===== config.mk =====
export PLATFORM = sky130hd
export DESIGN_NAME = id_ex_hazard_stage
export DESIGN_NICKNAME = d
export VERILOG_FILES = /design/src/rtl/id_ex_hazard_stage.sv
export SDC_FILE = /design/constraint.sdc
export NUM_CORES = 1
export LEC_CHECK = 0
export ABC_CLOCK_PERIOD_IN_PS = 2900
export BUFFER_PORTS_ARGS = -buffer_cell sky130_fd_sc_hd__buf_2
export CAP_MARGIN = 25
export CORE_MARGIN = 2
export CORE_UTILIZATION = 40
export CTS_CLUSTER_DIAMETER = 40
export DETAILED_ROUTE_END_ITERATION = 16
export GPL_TIMING_DRIVEN = 0
export PLACE_DENSITY = 0.67
export SLEW_MARGIN = 5
export SYNTH_ARGS = -nofsm -noshare
export SYNTH_HDL_FRONTEND = slang
export SYNTH_SLANG_ARGS = --single-unit

===== constraint.sdc =====
create_clock -name clk -period 2.9 [get_ports clk]
set_clock_uncertainty 0.2 [all_clocks]
set_input_delay 0.145 -clock clk [delete_from_list [all_inputs] [get_ports clk]]
set_output_delay 0.145 -clock clk [all_outputs]
set_load 0.02 [all_outputs]

===== src/rtl/id_ex_hazard_stage.sv =====
// ID/EX pipeline register for the lc3b pipeline with load-use hazard detection.
// A load in EX followed by a dependent instruction in ID costs one bubble while
// PC and IF/ID are held; memory freeze and branch flush take priority.
module id_ex_hazard_stage #(
   parameter int unsigned CNT_W = 16
) (
   input  logic             clk,
   input  logic             rst_n,
   input  logic             id_valid,
   input  logic [2:0]       id_sr1,
   input  logic [2:0]       id_sr2,
   input  logic [2:0]       id_dr,
   input  logic             id_uses_sr1,
   input  logic             id_uses_sr2,
   input  logic             id_regwrite,
   input  logic             id_in_ld,
   input  logic             id_in_st,
   input  logic             id_in_lea,
   input  logic             id_set_r7,
   input  logic             mem_stall,
   input  logic             flush,
   output logic             id_ex_valid,
   output logic [2:0]       id_ex_sr1,
   output logic [2:0]       id_ex_sr2,
   output logic [2:0]       id_ex_dr,
   output logic             id_ex_regwrite,
   output logic             id_ex_in_ld,
   output logic             id_ex_in_st,
   output logic             id_ex_in_lea,
   output logic             id_ex_set_r7,
   output logic             hold,
   output logic [CNT_W-1:0] ld_use_stalls
);

   localparam int unsigned REG_W = 3;

   logic dep_sr1;
   logic dep_sr2;
   logic dep_st;
   logic hazard;
   logic load_bubble;
   logic cnt_inc;
   logic cnt_sat;

   // Load-use detection against the load currently in EX, and the resulting hold.
   always_comb begin
      dep_sr1     = id_uses_sr1 && (id_sr1 == id_ex_dr);
      dep_sr2     = id_uses_sr2 && (id_sr2 == id_ex_dr);
      dep_st      = id_in_st    && (id_dr  == id_ex_dr);
      hazard      = id_valid && id_ex_valid && id_ex_in_ld && id_ex_regwrite &&
                    (dep_sr1 || dep_sr2 || dep_st);
      hold        = mem_stall || (hazard && !flush);
      // Flush, hazard and an empty ID slot all present a bubble to EX.
      load_bubble = flush || hazard || !id_valid;
      cnt_sat     = (ld_use_stalls == {CNT_W{1'b1}});
      cnt_inc     = hazard && !flush && !cnt_sat;
   end

   // ID/EX register and stall counter; a memory freeze holds everything.
   always_ff @(posedge clk) begin
      if (!rst_n) begin
         id_ex_valid    <= 1'b0;
         id_ex_sr1      <= REG_W'(0);
         id_ex_sr2      <= REG_W'(0);
         id_ex_dr       <= REG_W'(0);
         id_ex_regwrite <= 1'b0;
         id_ex_in_ld    <= 1'b0;
         id_ex_in_st    <= 1'b0;
         id_ex_in_lea   <= 1'b0;
         id_ex_set_r7   <= 1'b0;
         ld_use_stalls  <= CNT_W'(0);
      end else if (!mem_stall) begin
         if (load_bubble) begin
            id_ex_valid    <= 1'b0;
            id_ex_sr1      <= REG_W'(0);
            id_ex_sr2      <= REG_W'(0);
            id_ex_dr       <= REG_W'(0);
            id_ex_regwrite <= 1'b0;
            id_ex_in_ld    <= 1'b0;
            id_ex_in_st    <= 1'b0;
            id_ex_in_lea   <= 1'b0;
            id_ex_set_r7   <= 1'b0;
         end else begin
            id_ex_valid    <= 1'b1;
            id_ex_sr1      <= id_sr1;
            id_ex_sr2      <= id_sr2;
            id_ex_dr       <= id_dr;
            id_ex_regwrite <= id_regwrite;
            id_ex_in_ld    <= id_in_ld;
            id_ex_in_st    <= id_in_st;
            id_ex_in_lea   <= id_in_lea;
            id_ex_set_r7   <= id_set_r7;
         end
         if (cnt_inc) begin
            ld_use_stalls <= ld_use_stalls + CNT_W'(1);
         end
      end
   end

endmodule


# Yosys cells after proc, flatten, opt, wreduce, memory -nomap -nowiden
# Index checks and enable logic that the tools add are counted.
[op_classes] n_mux=9 n_eq_ne=4 n_bitwise=1 reduce_logical=18 add_sub_neg=1
[op_table] operator="adder 16 x 1 -> 16 bit, second input constant" count=1
[op_table] operator="equality test 16 bit, second input constant" count=1
[op_table] operator="equality test 3 bit" count=3
[op_table] operator="logical AND 1 bit" count=9
[op_table] operator="two-way mux 3 bit" count=3
[op_table] operator="two-way mux 1 bit" count=6
[op_table] operator="logical OR 1 bit" count=5
[op_table] operator="logical NOT 1 bit" count=3
[op_table] operator="AND reduction 2 bit" count=1
[op_table] operator="NOT 1 bit" count=1
[word_totals] word_cells=43 output_inout_bits=32 input_bits=21 reg_bits=31

# Logic depth before layout (Yosys ltp)
# Gate-level depths: netlist of the first run.
[depth] word_depth=8 ltp_mapped=8 depth_no_buf=6

# Worst setup path after synthesis of the first run
# No wires, ideal clock.
[synth_timing] kind="register to register" start="reg ld_use_stalls[0]" end="reg ld_use_stalls[15]" setup_time_ns=0.070 path_buffers=1 synth_period_minus_slack_ns=2.355 t_arrival_ns=2.085 path_stages_with_launch=8 t_required_ns=2.630 slack_ns=0.545 path_cell_list="dfxtp_1 ha_1 and4_4 and4_1 a311o_1 buf_2 or4_1 a21oi_1"
[synth_between] elab_chain_len=4 word_cells_on_any_way=5 classes_between="1 x add/sub; 1 x eq/ne; 3 x reduce/logical"
[synth_lines] element="from (decl)" line_no="32" source="output logic [CNT_W-1:0] ld_use_stalls"
[synth_lines] element="from (signal assigned)" line_no="95" source="ld_use_stalls <= ld_use_stalls + CNT_W'(1);"
[synth_lines] element="parallel branches: the longest is 4 deep, another holds adder 16 x 1 -> 16 bit"
# Several ways; the timed one is not identified.
# A chain may end at the register's enable or synchronous reset.

# Worst setup path in the final report of the first run
[layout_timing] start="reg ld_use_stalls[0]" end="reg ld_use_stalls[1]"
# The elaborated chain is that of the path after synthesis.

==> results summary, run 1 <==
STA classifies the critical path endpoint as a flip-flop. The number of flip-flops and latches in the synthesized netlist came out at 31. The later pin in the worst-skew pair is clocked with a latency of 0.32 ns. In this run the deepest clock path goes through 2 buffers. Summed over all instances, the cell type with the most area after synthesis is dfxtp_1. Counting buffers and inverters, the worst setup path is 8 cells deep. Before CTS, the worst setup slack after placement is 0.4558 ns.

The routed layout has 1,415 vias. Registers take 620.6 um2. The layout overhead on the synthesized area came out at 38.93%. The number of nets handed over by synthesis was 167. The residual DRC count is 0. The final worst-path setup slack is 0.4255 ns. The sum of overflow across all layers after global routing came out at 0.

The highest ir drop seen on vdd came out at 0.0002571 V. The H-tree depth reported by CTS came out at 2. The multi-input combinational cell area came out at 713.2 um2. The run finished with clean final reports. The die outline height came out at 62.71 um. The clock-pin transition on the worst setup and hold timing paths is 0.09 ns. STA classifies the critical path startpoint as a flip-flop. The internal power contribution is 0.6137 mW. The initialized floorplan defines 21 standard-cell rows.

The area of the die is 3933 um2. The fraction of power spent switching nets is 23.11%. The number of antenna violations at the first check in global routing came out at 0. Traced cell by cell, the critical path runs through ha_1 > and4_4 > and4_1 > a311o_1 > clkbuf_1 > buf_2 > mux2i_1 > nor2_1.

The number of standard cells in the final layout excluding fillers came out at 266. The combinational group share of total power is 9.9%. The post-detailed-placement cell area came out at 1697 um2.

The fraction of the yosys area taken by sequential cells is 45.01%. The slowest cell on the critical path is dfxtp_1. The Yosys step of the flow raised 0 warnings. The count of final max-slew check failures came out at 0. The worst hold margin is 0.07968 ns. The via count of the first global-routing pass was 1,387.

The share of the clock period used by the worst path came out at 85.33%. The worst register-to-register path has a depth of 8. The fill cell total of the finished layout came out at 322. The area of the core came out at 3311 um2. TritonCTS built the clock tree. In this run, flip-flops and latches consume 54.5% of the power.

The per-cell routed wire length is 14.29 um. The overall power consumption came out at 0.7981 mW. The worst hold path was traced through 3 stages. After routing the design area is 1916 um2. The first routing iteration left 63 violations. Summed over all nets, the switching power comes to 0.1844 mW. The path class of the tightest hold or removal check is in2reg. The maximum number of pins on one net before global-route repair came out at 11. The arrival time of data at the critical path endpoint is 2.46 ns. In this run the remaining antenna-violating nets after routing total 0. By area the synthesized netlist is led by dfxtp_1, a22o_1, xnor2_1. In the routed layout, each cell is associated on average with a via count of 5.320.

Once the floorplan was initialized, standard cells occupied 41.65% of the core. The antenna diode count came out at 0. The hold violation total from the final report is 0. After synthesis, the netlist uses 31 different library cells. The cell area that synthesis handed to floorplanning was 1379 um2. The first-pass GRT wire length came out at 6486 um. The delay of the slowest cell on the worst path is 0.39 ns. The number of clock sinks seen by CTS is 31.

The combined buffer and inverter count along the critical path is 2. The first-pass iteration count of the detailed router came out at 4. At the end of routability-driven placement, the weighted congestion stood at 0.7574. The worst endpoint required time came out at 2.89 ns. The number of port buffers is 52. The final HPWL from detailed placement is 2537 um. Leaving out fill and tap cells, the most frequent cell in the layout is buf_2. The average instance area after synthesis came out at 9.509 um2. For this run, the total global-route usage over all layers was measured as 20.67%. The number of buffers inserted during clock tree synthesis is 5.

The cell sitting at the root of the clock tree is a clkbuf_4. The final layout contains routed wiring with a total length of 3801 um. The final net count came out at 241. By startpoint and endpoint, the worst setup path is classified as reg2reg. Based on the critical path, the design can be clocked at up to 404.1 MHz. The leakage dissipation is 0.8090 nW. In this run, placement finished with an instance count of 243. The number of instances in the synthesized netlist came out at 145. Pin placement for this block handled 53 I/O pins. In this run the worst path has a maximum fanout of 10.

The clock network power share is 35.6%. In this run, post-CTS repair resized a total of 0 instances. The kind of cell with the highest combined delay on the critical path is buffers and inverters. After routing, the total negative slack on setup checks comes to 0 ns. In this run the power density over the cells is 416.6 nW/um2. The count of max-cap constraint violations came out at 0. The width of the die is 62.71 um.

The total setup violations reported at the end of the flow is 0. The clock period could shrink to 2.475 ns. The worst relative slew slack is 56.19%.

The post-route core utilization is 57.86%. Setup repair after global routing left no endpoint under its margin. The share of Yosys cell area claimed by the top area cell type is 45.01%.

The transition time of the tightest slew-check pin came out at 0.6559 ns. The library cells used most frequently in the layout, excluding fill and tap cells, are buf_2, dfxtp_1, dlygate4sd3_1. The fraction of layout instances using a drive strength above 1 came out at 30.45%.
timing repair:
item                                   CTS  global route
endpoints found under the hold margin   17             0
hold buffers                            15             0
buffers inserted                         0             0
tightest hold or removal path: cells and delay by family:
| family | cells | cell delay, ns |
|---|---|---|
| AO/OA/AOI/OAI | 2 | 0.29 |
| buffers and inverters | 1 | 0.12 |
Yosys cell counts:
cell type  instances
dfxtp_1           31
a22o_1            14
a21oi_1           12
nand2_1           10
xnor2_1            9
or4_1              8
o31ai_1            7
nand4_1            6
clkbuf_1           5
nand3_1            5
o21ai_0            5
or3_1              5
and4_4             3
buf_2              3
inv_1              3
nor2_1             3
and4_1             2
a2111oi_2          1
a21o_1             1
a311o_1            1
and2_1             1
and3_1             1
ha_1               1
mux2i_1            1
nor4_1             1
o211ai_1           1
o21a_1             1
o21bai_1           1
o31a_1             1
or2_2              1
xor2_1             1
power by group through the flow:
stage | Combinational (mW) | Clock [mW] | Sequential, mW
floorplan | 0.0249 | 0 | 0.451
global placement | 0.0597 | 0 | 0.444
detailed placement | 0.0609 | 0 | 0.445
CTS | 0.0767 | 0.289 | 0.435
global route | 0.0845 | 0.319 | 0.436
finish | 0.0786 | 0.284 | 0.435
kinds of logic after synthesis:
logic type / count (synthesis) / share of synthesized area (%)
compound gates: 45 / 23.50
buf+inv: 11 / 3.267
simple gates: 46 / 20.24
fa+ha+maj: 1 / 0.9073
flops: 31 / 45.01
xor+xnor: 10 / 6.353
mux: 1 / 0.7260
flip-flops by register name (all words and copies together), names as in the netlist:
name            count
id_ex_valid         1
ld_use_stalls      16
id_ex_sr1           3
id_ex_in_st         1
id_ex_regwrite      1
id_ex_in_lea        1
id_ex_in_ld         1
id_ex_dr            3
id_ex_sr2           3
id_ex_set_r7        1
metal layers:
| metal | vias up | wire (um) | GRT usage (%) | share of wire, % |
|---|---|---|---|---|
| met5 | - | 0 | 0 | 0 |
| met4 | 0 | 68 | 8.611 | 1.8 |
| met3 | 6 | 184 | 5.766 | 4.8 |
| met2 | 47 | 1944 | 33.47 | 51 |
| met1 | 662 | 1604 | 25.85 | 42 |
| li1 | 700 | - | - | - |
path summary, 6_finish.rpt:
path	from	endpoint	slack [ns]
min reg2reg	id_ex_in_lea$_SDFFE_PN0N_	id_ex_in_lea$_SDFFE_PN0N_	0.28
max	ld_use_stalls[0]$_SDFFE_PN0P_	ld_use_stalls[1]$_SDFFE_PN0P_	0.43
min	mem_stall	id_ex_in_lea$_SDFFE_PN0N_	0.08
max reg2reg	ld_use_stalls[0]$_SDFFE_PN0P_	ld_use_stalls[1]$_SDFFE_PN0P_	0.43
cell type report:
class,count,share of cell area [%]
clock buffers,8,3.592
repair buffers,67,21.42
multi-input cells,103,37.23
flip-flops and latches,31,32.40
well taps,46,3.005
plain buffers,8,1.764
inverters,3,0.5879
Power figures use the tool's default switching activity.
==> run 2, diff against run 1 <==
--- a/config.mk
+++ b/config.mk
@@ -9,11 +9,11 @@
 export BUFFER_PORTS_ARGS = -buffer_cell sky130_fd_sc_hd__buf_2
 export CAP_MARGIN = 25
 export CORE_MARGIN = 2
-export CORE_UTILIZATION = 40
+export CORE_UTILIZATION = 45
 export CTS_CLUSTER_DIAMETER = 40
 export DETAILED_ROUTE_END_ITERATION = 16
 export GPL_TIMING_DRIVEN = 0
-export PLACE_DENSITY = 0.67
+export PLACE_DENSITY = 0.74
 export SLEW_MARGIN = 5
 export SYNTH_ARGS = -nofsm -noshare
 export SYNTH_HDL_FRONTEND = slang
==> run 2 against run 1 <==
Against the previous run: fmax down 0.19%; clock power down 21%; register-to-register slack about the same; setup slack worse by 0.0046 ns; power down 7.8%; sequential power about the same; critical path depth unchanged; sequential cell count unchanged; worst hold slack worse by 0.026 ns; largest power group unchanged; non-clock buffer count unchanged; via count up 2.3%; first-iteration DRC count down 21%.
==> results summary, run 2 (same netlist as run 1, synthesis figures left out) <==
The run finished with clean final reports. The sum of routed wire length over all layers came out at 3693 um (-2.8%). The via count of the first global-routing pass came to 1,432 (+3.2%). The clock latency reported for the late side of the worst-skew pair is 0.33 ns (about the same). The path with the worst hold slack has its endpoint at id_ex_set_r7$_SDFFE_PN0N_. The flip-flop count of the largest register, all copies and words added is 16 (unchanged).

The depth of the worst register-to-register path came out at 8 (unchanged). The highest ir drop seen on vdd is 0.0003163 V (+23%). The cell count of the worst hold path is 3 (unchanged).

The width of the die came out at 59.36 um (-5.4%). The total power density per cell area was 393.0 nW/um2 (-5.7%). The total setup violations reported at the end of the flow is 0 (unchanged). The first-pass GRT wire length is 6120 um (-5.6%). The overall routing resource usage came to 23.10% (+2.4 points). The final weighted congestion in routability-driven placement came out at 0.7785 (+2.8%). The number of clock sinks seen by CTS is 31 (unchanged). The fraction of layout instances using a drive strength above 1 is 29.82% (-0.64 points). The effective utilization at floorplan is 46.30% (+4.7 points). The worst endpoint required time came to 2.91 ns (+0.02 ns). The maximum number of pins on one net before global-route repair came out at 11 (unchanged).

The arrival time of data at the critical path endpoint was 2.49 ns (+0.03 ns). The largest driver fanout on the critical path is 10 (unchanged). The maximum clock rate came out at 403.4 MHz (-0.19%). The total negative slack for setup checks came out at 0 ns (unchanged). The worst relative slew slack is 59.59% (+3.4 points). The register ranked first by flip-flop count is ld_use_stalls. The die outline height came to 59.36 um (-5.4%).

The layout overhead on the synthesized area is 35.75%. Setup repair after global routing left no endpoint under its margin. The boundary pin count is 53 (unchanged). The area of the core came out at 2978 um2 (-10%). The library cell used most frequently in the layout, excluding fill and tap cells, is buf_2. The transition time of the tightest slew-check pin is 0.6050 ns (-0.05091 ns). The critical path goes through ha_1 > and4_4 > and4_1 > a311o_1 > clkbuf_1 > buf_2 > mux2i_1 > nor2_1. The first-pass iteration count of the detailed router came out at 4 (unchanged). The origin of the worst min-delay path is mem_stall.

The number of buffers on the longest clock path is 2 (unchanged). The sum of overflow across all layers after global routing is 0 (unchanged). The total via count after detailed routing is 1,447 (+2.3%). The final critical path time including I/O delays and setup came out at 2.479 ns (+0.004635 ns). The kind of critical path is reg2reg. The share of the clock period used by the worst path is 85.49% (+0.16 points). The final HPWL from detailed placement came to 2612 um (+3.0%). The residual DRC count came out at 0 (unchanged).

The count of nets left with antenna violations after detail routing came to 0 (unchanged). The startpoint of the worst-slack reg-to-reg timing path is ld_use_stalls[0]$_SDFFE_PN0P_. The number of antenna violations at the first check in global routing is 0 (unchanged).

The antenna diode count came out at 0 (unchanged). The hold violation total from the final report is 0 (unchanged). STA classifies the critical path endpoint as a flip-flop. TritonCTS built the clock tree.

The number of instances in the placed design is 230 (-5.3%). The count of max-cap constraint violations came to 0 (unchanged). The delay of the slowest cell on the worst path is 0.38 ns (about the same). The clock-pin transition on the worst setup and hold timing paths came out at 0.09 ns (about the same). The endpoint of the worst register-to-register path is ld_use_stalls[1]$_SDFFE_PN0P_.

The number of DRC violations after detailed-routing iteration 0 is 50 (-21%). The worst setup slack for register-to-register paths is 0.42 ns (about the same). The via count normalized by instance count was 5.765 (+8.4%). The row count came out at 20 (-4.8%). The startpoint type of the worst setup path is a flip-flop. Leaving out fill and tap cells, the most frequent cells in the layout are buf_2, dfxtp_1, dlygate4sd3_1. The number of standard cells in the final layout excluding fillers is 251 (-5.6%). The number of port buffers is 52 (unchanged).

The class of the most critical hold timing path is in2reg. The slowest cell on the critical path is dfxtp_1. The leakage dissipation came out at 0.7946 nW (-1.8%). The area of the die is 3523 um2 (-10%). The tree is rooted in a clkbuf_4. The per-cell routed wire length was 14.71 um (+3.0%).

The fill cell total of the finished layout is 265 (-18%). The number of buffers inserted during clock tree synthesis is 5 (unchanged). The final net count was 241 (unchanged). The count of final max-slew check failures is 0 (unchanged). The H-tree depth reported by CTS came out at 2 (unchanged).
run 2: power by group:
| part | switching, mW | total [mW] | internal, mW |
|---|---|---|---|
| combinational | 0.0365 | 0.0769 | 0.0403 |
| sequential | 0.00429 | 0.435 | 0.431 |
| clock | 0.138 | 0.224 | 0.0860 |
| total | 0.179 | 0.736 | 0.557 |
run 2: what timing repair did:
action | in CTS | in global routing
resized for setup | 0 | 0
buffers inserted | 0 | 0
endpoints found under the hold margin | 20 | 0
hold buffers | 15 | 0
run 2: layout make-up:
cell class                      count  area, um2  area share [%]
Buffer                              8      33.78           1.805
Inverter                            3      11.26          0.6016
Tap cell                           33      41.29           2.206
Multi-Input combinational cell    103      713.2           38.10
Sequential cell                    31      620.6           33.15
Clock buffer                        6      41.29           2.206
Timing Repair Buffer               67      410.4           21.93
run 2: worst max-delay path by stage:
stage,from,end,slack (ns)
floorplan,ld_use_stalls[0]$_SDFFE_PN0P_,ld_use_stalls[15]$_SDFFE_PN0P_,0.54
global placement,ld_use_stalls[0]$_SDFFE_PN0P_,ld_use_stalls[1]$_SDFFE_PN0P_,0.51
detailed placement,ld_use_stalls[0]$_SDFFE_PN0P_,ld_use_stalls[1]$_SDFFE_PN0P_,0.42
CTS,ld_use_stalls[0]$_SDFFE_PN0P_,ld_use_stalls[1]$_SDFFE_PN0P_,0.40
global route,ld_use_stalls[0]$_SDFFE_PN0P_,ld_use_stalls[1]$_SDFFE_PN0P_,0.29
finish,ld_use_stalls[0]$_SDFFE_PN0P_,ld_use_stalls[1]$_SDFFE_PN0P_,0.42
run 2: stage by stage:
| stage | instance area, um2 | hold slack (ns) | power, mW | util (%) | worst slack [ns] |
|---|---|---|---|---|---|
| 6_report | 1872 | 0.05392 | 0.7356 | 62.86 | 0.4208 |
| 5_1_grt | 1872 | 0.07569 | 0.7631 | 62.86 | 0.2913 |
| 4_1_cts | 1872 | 0.05107 | 0.7360 | 62.86 | 0.4046 |
| 3_5_place_dp | 1680 | 0.1716 | 0.5053 | 56.43 | 0.4229 |
| 3_3_place_gp | 1680 | 0.1629 | 0.5034 | 56.43 | 0.5141 |
| 2_1_floorplan | 1379 | 0.06279 | 0.4758 | - | 0.5449 |
run 2: worst max-delay path: cells and delay by family, from the launching register on:
kind / cells / cell delay [ns]
compound gates: 1 / 0.15
flops: 1 / 0.38
buf+inv: 2 / 0.69
fa+ha+maj: 1 / 0.21
mux: 1 / 0.22
simple gates: 3 / 0.50
run 2: per-layer routing:
| layer | vias up | wire length (um) | track usage (%) |
|---|---|---|---|
| met5 | - | 0 | 0 |
| met4 | 0 | 73 | 10.71 |
| met3 | 9 | 218 | 7.860 |
| met2 | 48 | 1942 | 39.56 |
| met1 | 686 | 1458 | 25.51 |
| li1 | 704 | - | - |
